File: src/rtl/int_mult_arbiter_if.sv
// Request/issue/result bundle shared by requesters, the multiplier arbiter and IntMultUnit.
// Latency: none (wires only).
// Backpressure: I_Stall from the multiplier side; O_Gnt tells a requester its op was taken.
// Ports (slave = arbiter view):
//   in : I_Req, I_OpA, I_OpB, I_Opc, I_Flush, I_Stall, I_MulV, I_MulD
//   out: O_Gnt, O_MulEn, O_MulA, O_MulB, O_MulOpc, O_RsltV, O_RsltD, O_Busy, O_Err
interface int_mult_arbiter_if #(
  parameter int NUM_REQ    = 4,
  parameter int WIDTH_DATA = 32,
  parameter int WIDTH_OPC  = 4
);
  logic [NUM_REQ-1:0]            I_Req;
  logic [NUM_REQ*WIDTH_DATA-1:0] I_OpA;
  logic [NUM_REQ*WIDTH_DATA-1:0] I_OpB;
  logic [NUM_REQ*WIDTH_OPC-1:0]  I_Opc;
  logic [NUM_REQ-1:0]            O_Gnt;
  logic                          I_Flush;
  logic                          I_Stall;
  logic                          O_MulEn;
  logic [WIDTH_DATA-1:0]         O_MulA;
  logic [WIDTH_DATA-1:0]         O_MulB;
  logic [WIDTH_OPC-1:0]          O_MulOpc;
  logic                          I_MulV;
  logic [WIDTH_DATA-1:0]         I_MulD;
  logic [NUM_REQ-1:0]            O_RsltV;
  logic [WIDTH_DATA-1:0]         O_RsltD;
  logic                          O_Busy;
  logic                          O_Err;

  // Requester/ALU side: drives requests, control and multiplier results.
  modport master (
    output I_Req, I_OpA, I_OpB, I_Opc, I_Flush, I_Stall, I_MulV, I_MulD,
    input  O_Gnt, O_MulEn, O_MulA, O_MulB, O_MulOpc, O_RsltV, O_RsltD, O_Busy, O_Err
  );

  // Arbiter side.
  modport slave (
    input  I_Req, I_OpA, I_OpB, I_Opc, I_Flush, I_Stall, I_MulV, I_MulD,
    output O_Gnt, O_MulEn, O_MulA, O_MulB, O_MulOpc, O_RsltV, O_RsltD, O_Busy, O_Err
  );
endinterface

File: src/rtl/int_mult_arbiter.sv
// Round-robin scheduler sharing one pipelined IntMultUnit among NUM_REQ requesters.
// Latency: grant is combinational; result routed the same cycle as I_MulV (LATENCY after grant).
// Backpressure: I_Stall freezes the tag pipe and blocks grants; in-flight ops capped at LATENCY.
// Ports:
//   clock, reset : system clock, synchronous active-high reset
//   bus (slave)  : requests/operands in, one-hot grant out, multiplier issue out,
//                  multiplier result in, one-hot routed result out, O_Busy, sticky O_Err
module int_mult_arbiter #(
  parameter int NUM_REQ    = 4,
  parameter int WIDTH_DATA = 32,
  parameter int LATENCY    = 2,
  parameter int WIDTH_OPC  = 4
) (
  input  logic              clock,
  input  logic              reset,
  int_mult_arbiter_if.slave bus
);
  localparam int WIDTH_ID  = $clog2(NUM_REQ);
  localparam int WIDTH_CNT = $clog2(LATENCY + 1);

  typedef enum logic [1:0] {IDLE, RUN, DRAIN} state_t;

  typedef struct packed {
    logic                v;
    logic [WIDTH_ID-1:0] id;
  } tag_t;

  state_t               state;
  state_t               stateNext;
  logic [WIDTH_ID-1:0]  rrPtr;
  tag_t                 tagPipe [LATENCY];
  tag_t                 tagOut;
  logic [WIDTH_CNT-1:0] inFlight;
  logic [WIDTH_CNT-1:0] inFlightNext;
  logic                 errFlag;

  logic                 anyReq;
  logic                 routed;
  logic                 atCap;
  logic                 canIssue;
  logic                 issue;
  logic                 found;
  logic [WIDTH_ID-1:0]  winId;

  assign tagOut = tagPipe[LATENCY-1];
  assign anyReq = |bus.I_Req;
  assign routed = bus.I_MulV & tagOut.v;

  // A result leaving this cycle frees a slot, so a full pipe may still accept one op.
  assign atCap    = (inFlight == WIDTH_CNT'(LATENCY)) && !routed;
  assign canIssue = (state == RUN) && !reset && !bus.I_Flush && !bus.I_Stall && !atCap;
  assign issue    = canIssue && found;

  // Round-robin scan starting at rrPtr, wrapping at NUM_REQ (need not be a power of two).
  always_comb begin
    logic [WIDTH_ID:0] sum;
    sum   = '0;
    found = 1'b0;
    winId = '0;
    for (int i = 0; i < NUM_REQ; i++) begin
      sum = {1'b0, rrPtr} + (WIDTH_ID + 1)'(i);
      if (sum >= (WIDTH_ID + 1)'(NUM_REQ)) begin
        sum = sum - (WIDTH_ID + 1)'(NUM_REQ);
      end
      if (!found && bus.I_Req[sum[WIDTH_ID-1:0]]) begin
        found = 1'b1;
        winId = sum[WIDTH_ID-1:0];
      end
    end
  end

  // Grant and issue mux; operands are forced to zero when nothing is issued.
  always_comb begin
    bus.O_Gnt    = '0;
    bus.O_MulEn  = 1'b0;
    bus.O_MulA   = '0;
    bus.O_MulB   = '0;
    bus.O_MulOpc = '0;
    if (issue) begin
      bus.O_Gnt[winId] = 1'b1;
      bus.O_MulEn      = 1'b1;
      bus.O_MulA       = bus.I_OpA[int'(winId)*WIDTH_DATA +: WIDTH_DATA];
      bus.O_MulB       = bus.I_OpB[int'(winId)*WIDTH_DATA +: WIDTH_DATA];
      bus.O_MulOpc     = bus.I_Opc[int'(winId)*WIDTH_OPC +: WIDTH_OPC];
    end
  end

  // Result routing to the requester whose tag reaches the end of the pipe.
  always_comb begin
    bus.O_RsltV = '0;
    bus.O_RsltD = '0;
    if (routed) begin
      bus.O_RsltV[tagOut.id] = 1'b1;
      bus.O_RsltD            = bus.I_MulD;
    end
  end

  assign bus.O_Busy = (inFlight != '0) || (state != IDLE);
  assign bus.O_Err  = errFlag;

  always_comb begin
    inFlightNext = inFlight;
    if (issue && !routed) begin
      inFlightNext = inFlight + 1'b1;
    end else if (!issue && routed) begin
      inFlightNext = inFlight - 1'b1;
    end
  end

  always_comb begin
    stateNext = state;
    unique case (state)
      IDLE: begin
        if (anyReq && !bus.I_Flush) stateNext = RUN;
      end
      RUN: begin
        if (bus.I_Flush) begin
          stateNext = DRAIN;
        end else if (!anyReq && inFlight == '0) begin
          stateNext = IDLE;
        end
      end
      DRAIN: begin
        // Leave as soon as the last in-flight result has been routed.
        if (inFlightNext == '0) stateNext = IDLE;
      end
      default: stateNext = IDLE;
    endcase
  end

  always_ff @(posedge clock) begin
    if (reset) begin
      state <= IDLE;
    end else begin
      state <= stateNext;
    end
  end

  always_ff @(posedge clock) begin
    if (reset) begin
      rrPtr    <= '0;
      inFlight <= '0;
      errFlag  <= 1'b0;
      for (int i = 0; i < LATENCY; i++) begin
        tagPipe[i] <= '0;
      end
    end else begin
      inFlight <= inFlightNext;
      // A result with no matching tag is dropped; remember that it happened.
      if (bus.I_MulV && !tagOut.v) begin
        errFlag <= 1'b1;
      end
      if (issue) begin
        rrPtr <= (winId == WIDTH_ID'(NUM_REQ - 1)) ? '0 : winId + 1'b1;
      end
      // The tag pipe moves in lockstep with the multiplier pipeline.
      if (!bus.I_Stall) begin
        tagPipe[0] <= '{v: issue, id: (issue ? winId : '0)};
        for (int i = 1; i < LATENCY; i++) begin
          tagPipe[i] <= tagPipe[i-1];
        end
      end
    end
  end
endmodule

File: src/flat_wrapper.sv
// flat-port wrapper written by rule: the top's interface ports become plain ports
module int_mult_arbiter_flat 
#(
  parameter int NUM_REQ    = 4,
  parameter int WIDTH_DATA = 32,
  parameter int LATENCY    = 2,
  parameter int WIDTH_OPC  = 4
)
  (clock, reset, bus_I_Req, bus_I_OpA, bus_I_OpB, bus_I_Opc, bus_I_Flush, bus_I_Stall, bus_I_MulV, bus_I_MulD, bus_O_Gnt, bus_O_MulEn, bus_O_MulA, bus_O_MulB, bus_O_MulOpc, bus_O_RsltV, bus_O_RsltD, bus_O_Busy, bus_O_Err);
  int_mult_arbiter_if #(.NUM_REQ(NUM_REQ), .WIDTH_DATA(WIDTH_DATA), .WIDTH_OPC(WIDTH_OPC)) bus_i ();
  input  logic clock;
  input  logic reset;
  input wire logic [$bits(bus_i.I_Req)-1:0] bus_I_Req;
  input wire logic [$bits(bus_i.I_OpA)-1:0] bus_I_OpA;
  input wire logic [$bits(bus_i.I_OpB)-1:0] bus_I_OpB;
  input wire logic [$bits(bus_i.I_Opc)-1:0] bus_I_Opc;
  input wire logic [$bits(bus_i.I_Flush)-1:0] bus_I_Flush;
  input wire logic [$bits(bus_i.I_Stall)-1:0] bus_I_Stall;
  input wire logic [$bits(bus_i.I_MulV)-1:0] bus_I_MulV;
  input wire logic [$bits(bus_i.I_MulD)-1:0] bus_I_MulD;
  output wire logic [$bits(bus_i.O_Gnt)-1:0] bus_O_Gnt;
  output wire logic [$bits(bus_i.O_MulEn)-1:0] bus_O_MulEn;
  output wire logic [$bits(bus_i.O_MulA)-1:0] bus_O_MulA;
  output wire logic [$bits(bus_i.O_MulB)-1:0] bus_O_MulB;
  output wire logic [$bits(bus_i.O_MulOpc)-1:0] bus_O_MulOpc;
  output wire logic [$bits(bus_i.O_RsltV)-1:0] bus_O_RsltV;
  output wire logic [$bits(bus_i.O_RsltD)-1:0] bus_O_RsltD;
  output wire logic [$bits(bus_i.O_Busy)-1:0] bus_O_Busy;
  output wire logic [$bits(bus_i.O_Err)-1:0] bus_O_Err;
  assign bus_i.I_Req = bus_I_Req;
  assign bus_i.I_OpA = bus_I_OpA;
  assign bus_i.I_OpB = bus_I_OpB;
  assign bus_i.I_Opc = bus_I_Opc;
  assign bus_i.I_Flush = bus_I_Flush;
  assign bus_i.I_Stall = bus_I_Stall;
  assign bus_i.I_MulV = bus_I_MulV;
  assign bus_i.I_MulD = bus_I_MulD;
  assign bus_O_Gnt = bus_i.O_Gnt;
  assign bus_O_MulEn = bus_i.O_MulEn;
  assign bus_O_MulA = bus_i.O_MulA;
  assign bus_O_MulB = bus_i.O_MulB;
  assign bus_O_MulOpc = bus_i.O_MulOpc;
  assign bus_O_RsltV = bus_i.O_RsltV;
  assign bus_O_RsltD = bus_i.O_RsltD;
  assign bus_O_Busy = bus_i.O_Busy;
  assign bus_O_Err = bus_i.O_Err;
  int_mult_arbiter #(.NUM_REQ(NUM_REQ), .WIDTH_DATA(WIDTH_DATA), .LATENCY(LATENCY), .WIDTH_OPC(WIDTH_OPC)) u_core (.clock(clock), .reset(reset), .bus(bus_i));
endmodule
File: config.mk
export PLATFORM = sky130hd
export DESIGN_NAME = int_mult_arbiter_flat
export DESIGN_NICKNAME = d
export VERILOG_FILES = /design/src/rtl/int_mult_arbiter_if.sv /design/src/rtl/int_mult_arbiter.sv /design/src/flat_wrapper.sv
export SDC_FILE = /design/constraint.sdc
export NUM_CORES = 1
export LEC_CHECK = 0
export CAP_MARGIN = 15
export CORE_AREA = 3 3 161 163
export CTS_CLUSTER_DIAMETER = 40
export DETAILED_ROUTE_END_ITERATION = 16
export DIE_AREA = 0 0 164 166
export GPL_ROUTABILITY_DRIVEN = 0
export GPL_TIMING_DRIVEN = 0
export SKIP_CTS_REPAIR_TIMING = 1
export SYNTH_ARGS = -nofsm -noshare
export SYNTH_HDL_FRONTEND = slang
export SYNTH_SLANG_ARGS = --single-unit
File: constraint.sdc
create_clock -name clock -period 2.25 [get_ports clock]
set_input_delay 0.3375 -clock clock [delete_from_list [all_inputs] [get_ports clock]]
set_output_delay 0.3375 -clock clock [all_outputs]
set_load 0.01 [all_outputs]
## Yosys cells after proc, flatten, opt, wreduce, memory -nomap -nowiden

Memory sizes are Yosys's and may differ from the RTL's.
Index checks and enable logic that the tools add are counted.

| storage, ports and cells | value |
|---|---|
| register bits after elaboration | 7 |
| bits in latches | 0 |
| bits in writable memories | 6 |
| bits in read-only memories | 0 |
| input port bits | 313 |
| output and inout port bits | 111 |
| logic and storage cells | 122 |
| memories | 1 |

| operators by class | value |
|---|---|
| add/subtract/negate cells | 10 |
| multiply operators | 0 |
| divide/modulo/power cells | 0 |
| $lt $le $gt $ge | 12 |
| equal/unequal tests | 7 |
| shifts and indexed selects | 3 |
| mux-type cells | 47 |
| bitwise gates (word level) | 3 |
| reduce and logical (&&, ||, !) cells | 35 |

Memory list:

| name | depth | width | read ports | clocked after memory_dff | wr ports | RTL line | text |
|---|---|---|---|---|---|---|---|
| u_core.tagPipe | 2 | 3 | 2 | 0 | 2 | int_mult_arbiter.sv:31 | `tag_t tagPipe [LATENCY];` |

Operator list:

| operator | number |
|---|---|
| $shiftx 128x8->32 | 2 |
| $mux 32 | 3 |
| $mux 2 | 16 |
| $lt 2x3->1 const B | 6 |
| $logic_and 1x1->1 | 16 |
| $mux 1 | 16 |
| $shiftx 16x5->4 | 1 |
| $mux 4 | 3 |
| $logic_not 1->1 | 11 |
| $sub 2x1->2 const B | 5 |
| $ge 3x3->1 const B | 3 |
| $bmux 1 s2 | 4 |
| $add 2x2->3 const B | 2 |
| $eq 2x2->1 const B | 3 |
| $logic_not 2->1 | 3 |
| $mux 3 | 2 |
| $pmux 2 s3 | 1 |
| $add 2x1->2 const B | 2 |
| $demux 1 s2 | 2 |
| $ge 2x1->1 const B | 2 |
| $ne 2x1->1 const B | 2 |
| $reduce_bool 2->1 | 2 |
| $reduce_or 4->1 | 1 |
| $add 2x1->3 const B | 1 |
| other kinds (7) | 8 |

## Logic depth before layout (Yosys ltp)

| depth | value |
|---|---|
| depth in word-level cells | 22 |
| gate-level depth with buffers | 9 |
| mapped depth without buffers | 6 |

## Least setup slack after synthesis

Ideal clock, no wire load.

| timing | value |
|---|---|
| kind | input to output |
| start point | input port reset |
| end point | output port bus_O_MulB[23] |
| arrival | 1.835 ns |
| required time | 1.913 ns |
| setup slack | 0.078 ns |
| cell stages on the path | 7 |
| buffers on the path | 3 |
| cell sequence | buf_2 > or3_4 > a2111oi_4 > nand2_2 > buf_2 > buf_2 > o22ai_1 |

| between the ends | value |
|---|---|
| word-level cells in the longest chain between the ends | 7 |

RTL lines:

| item | RTL line | text |
|---|---|---|
| from (decl) | flat_wrapper.sv:12 | `input logic reset;` |
| $logic_not 1->1 | int_mult_arbiter.sv:51 | `assign canIssue = (state == RUN) && !reset && !bus.I_Flush && !bus.I_Stall && !atCap;` |
| $logic_and 1x1->1 (4 in a row) | int_mult_arbiter.sv:51 |  |
| $logic_and 1x1->1 | int_mult_arbiter.sv:52 | `assign issue = canIssue && found;` |
| $mux 32 | int_mult_arbiter.sv:79 | `if (issue) begin` |
| to (decl) | flat_wrapper.sv:24 | `output wire logic [$bits(bus_i.O_MulB)-1:0] bus_O_MulB;` |

Every way passes these cells.

## Worst setup path after layout

| timing | value |
|---|---|
| start point | register u_core.inFlight[0] |
| end point | output port bus_O_MulB[20] |

| between the ends | value |
|---|---|
| word-level cells in the longest chain between the ends | 6 |

RTL lines:

| item | RTL line | text |
|---|---|---|
| from (decl) | int_mult_arbiter.sv:33 | `logic [WIDTH_CNT-1:0] inFlight;` |
| from (signal assigned) | int_mult_arbiter.sv:148 | `inFlight <= inFlightNext;` |
| $eq 2x2->1 | int_mult_arbiter.sv:50 | `assign atCap = (inFlight == WIDTH_CNT'(LATENCY)) && !routed;` |
| $logic_and 1x1->1 | int_mult_arbiter.sv:50 |  |
| $logic_not 1->1 | int_mult_arbiter.sv:51 |  |
| $logic_and 1x1->1 | int_mult_arbiter.sv:51 |  |
| $logic_and 1x1->1 | int_mult_arbiter.sv:52 |  |
| $mux 32 | int_mult_arbiter.sv:79 |  |

Every way passes these cells.

==> metrics.cfg <==
[run_status]
outcome = finished, violations left
violations = setup timing

[clock_network]
cts.sinks = 13
clock_latency_ps = 240
tritoncts = yes
ctsHtreeMaxLevel = 1
clock_path_buffers = 2
root_buffer = clkbuf_16
numCtsBuffers = 3
clk_transition_reported_paths_ps = 50

[critical_path]
cp_top_family = buffers and inverters
critPathKind = reg -> out
crit_path_start_kind = flip-flop
cpMaxStageDelayCell = a2111oi_4
cp.depth = 10
path_buf_inv = 6
crit_chain = inv_4 -> ha_4 -> a2111oi_4 -> buf_6 -> nand2_8 -> buf_6 -> buf_12 -> buf_12 -> o22ai_1 -> clkbuf_2
arrival_ps = 2210
worstPathRequired_ps = 1910
crit_path_max_fanout = 10
cpPeakStageDelay_ps = 370
r2r_slack_ps = 480
cp-end-kind = output port
r2r_cells = 7

[placed_design]
post-place-cells = 1103
io_buffers = 422
dpl.hpwl_microns = 18800
placed_area_sq_um = 7660

[final_layout]
layout-drive-gt1-share_pct = 32.7
final-instance-count-excl-fill = 1136
fin_util_pct = 37.5
design_area_sq_um = 9180
synthToLayoutAreaGrowth_pct = 203
fill_cells = 2487
nNetsFinal = 1131
regArea_sq_um = 330
multi_input_area_sq_um = 3420

[synthesis]
yosysWarnings = 0
synth-edff-count = 6
syn_inst = 357
netlist_area_sq_um = 3030
synthArstFlopShare_pct = 0
synth_ff_type = dfxtp_1
synth_cell_types = 34
synth.avg_cell_area_sq_um = 8.48
ys_seq_area_share_pct = 10.6
ys_ff_latch = 13
syn-num-nets = 676

[sta]
worst_hold_slack_ps = 384
slew_violations = 0
fin_ws_ps = -294
rsz0062_at_grt = true
hold_viol_final = 0
setup_violations = 68
clock_skew_ps = 1.03
fmax_mhz = 393
slew_headroom_pct = 76.6
worst_pin_slew_ps = 342
fin_crit_sh_pct = 113
fin_crit_ps = 2540

[floorplanning]
initial_core_util_pct = 12.4
die_h_microns = 166
coreArea_sq_um = 24500
die_area_sq_um = 27200
die_x_microns = 164
num_rows = 57
num_io_pins = 424

[grt]
antenna_found_initial = 2
grt_pass1_vias = 4703
grt_pass1_wl_microns = 29400
grt_max_degree = 12
track_usage_pct = 14.2
overflow = 0

[pwr]
ir_drop_mv = 0.199
p_leak_nw = 3.56
p_per_area_nw_per_um2 = 230

[flow_run]
cap_violations = 0

[worst_hold_path]
min_path_cells = 2
min_path_type = in -> reg

[detailed_routing]
via_per_inst = 4.17
wl_per_cell_microns = 20.1
vias = 4732
route.detailed.drc = 0
ant_nets = 0
firstDrtPassIters = 4
drt_first_iter_violations = 145
wl_microns = 22900

==> cells in the final DEF, fill, tap and decap left out, types with 11 or more instances in the layout <==
| cell type | count |
|---|---|
| and3_1 | 33 |
| buf_12 | 14 |
| buf_2 | 38 |
| buf_4 | 20 |
| buf_6 | 36 |
| clkbuf_2 | 11 |
| clkdlybuf4s50_1 | 341 |
| mux2i_1 | 83 |
| mux2i_2 | 32 |
| mux2i_4 | 21 |
| o22ai_1 | 14 |
| o22ai_2 | 30 |
| o22ai_4 | 25 |
==> stage by stage <==
| stage | power (mW) | setup TNS (ps) | worst slack (ps) |
|---|---|---|---|
| 2_1_floorplan | 0.696 | 0 | 78.0 |
| 3_3_place_gp | 1.42 | -99870 | -1490 |
| 3_5_place_dp | 1.43 | -100480 | -1530 |
| 4_1_cts | 1.78 | -99640 | -1530 |
| 5_1_grt | 2.22 | -19980 | -363 |
| 6_report | 2.11 | -13760 | -294 |
==> cell type report <==
cell class	instances	share of cell area [%]
Sequential cell	13	3.60
Timing Repair Buffer	453	48.4
Antenna cell	1	0.0273
Clock inverter	1	0.0545
Clock buffer	3	0.818
Tap cell	324	4.42
Multi-Input combinational cell	296	37.2
Inverter	10	0.436
Buffer	35	5.07
==> synthesized netlist by cell type, types with 2 or more instances <==
master / n / area share (%)
buf_2: 20 / 3.3
buf_6: 2 / 0.74
inv_1: 7 / 0.87
nand2b_1: 5 / 1.0
dfxtp_1: 7 / 4.6
nor2_1: 8 / 0.99
o22ai_1: 59 / 12
clkbuf_1: 14 / 1.7
ha_1: 6 / 2.5
buf_4: 2 / 0.50
and2_1: 8 / 1.7
mux2i_1: 136 / 45
a211oi_1: 4 / 0.99
a21oi_1: 6 / 0.99
inv_2: 3 / 0.37
nand2_1: 2 / 0.25
nand2_2: 3 / 0.62
xnor2_1: 2 / 0.58
nor3b_1: 2 / 0.50
edfxtp_1: 6 / 6.0
o22ai_2: 10 / 4.1
and3_1: 33 / 6.8
==> cells by family (layout without fill, tap and decap cells) <==
family	after synthesis	count (layout)	synth area share, %
buffers and inverters	48	502	7.52
multiplexers	136	136	45.0
adder cells (fa/ha/maj)	6	6	2.48
flip-flops	13	13	10.6
other	0	1	0
AND/OR/NAND/NOR	65	65	12.9
AO/OA/AOI/OAI	87	87	21.0
XOR/XNOR	2	2	0.579
==> routing by layer <==
layer | GRT usage (%) | routed length, microns | vias to the layer above
met5 | 0 | 13 | -
met2 | 28.2 | 12200 | 239
met3 | 3.44 | 1840 | 10
li1 | - | - | 2306
met4 | 1.29 | 146 | 2
met1 | 15.6 | 8650 | 2175
==> final timing paths <==
| check | start | to |
|---|---|---|
| worst max-delay path | u_core.inFlight[0]$_SDFF_PP0_ | bus_O_MulB[20] |
| worst max register to register | u_core.inFlight[0]$_SDFF_PP0_ | u_core.inFlight[1]$_SDFF_PP0_ |
| worst min register to register | u_core.bus.O_Err$_SDFFE_PP0P_ | u_core.bus.O_Err$_SDFFE_PP0P_ |
| worst min-delay path | reset | u_core.state[1]$_SDFFE_PP0P_ |
==> power by group <==
part / internal [mW] / switching [mW]
clock: 0.237 / 0.103
sequential: 0.265 / 0.0195
combinational: 0.946 / 0.541
==> flip-flops by register name, summed over array words and instances (netlist names) <==
signal            flops
u_core.tagPipe        6
u_core.inFlight       2
u_core.rrPtr          2
u_core.state          2
u_core.bus.O_Err      1
Power figures use the tool's default switching activity.
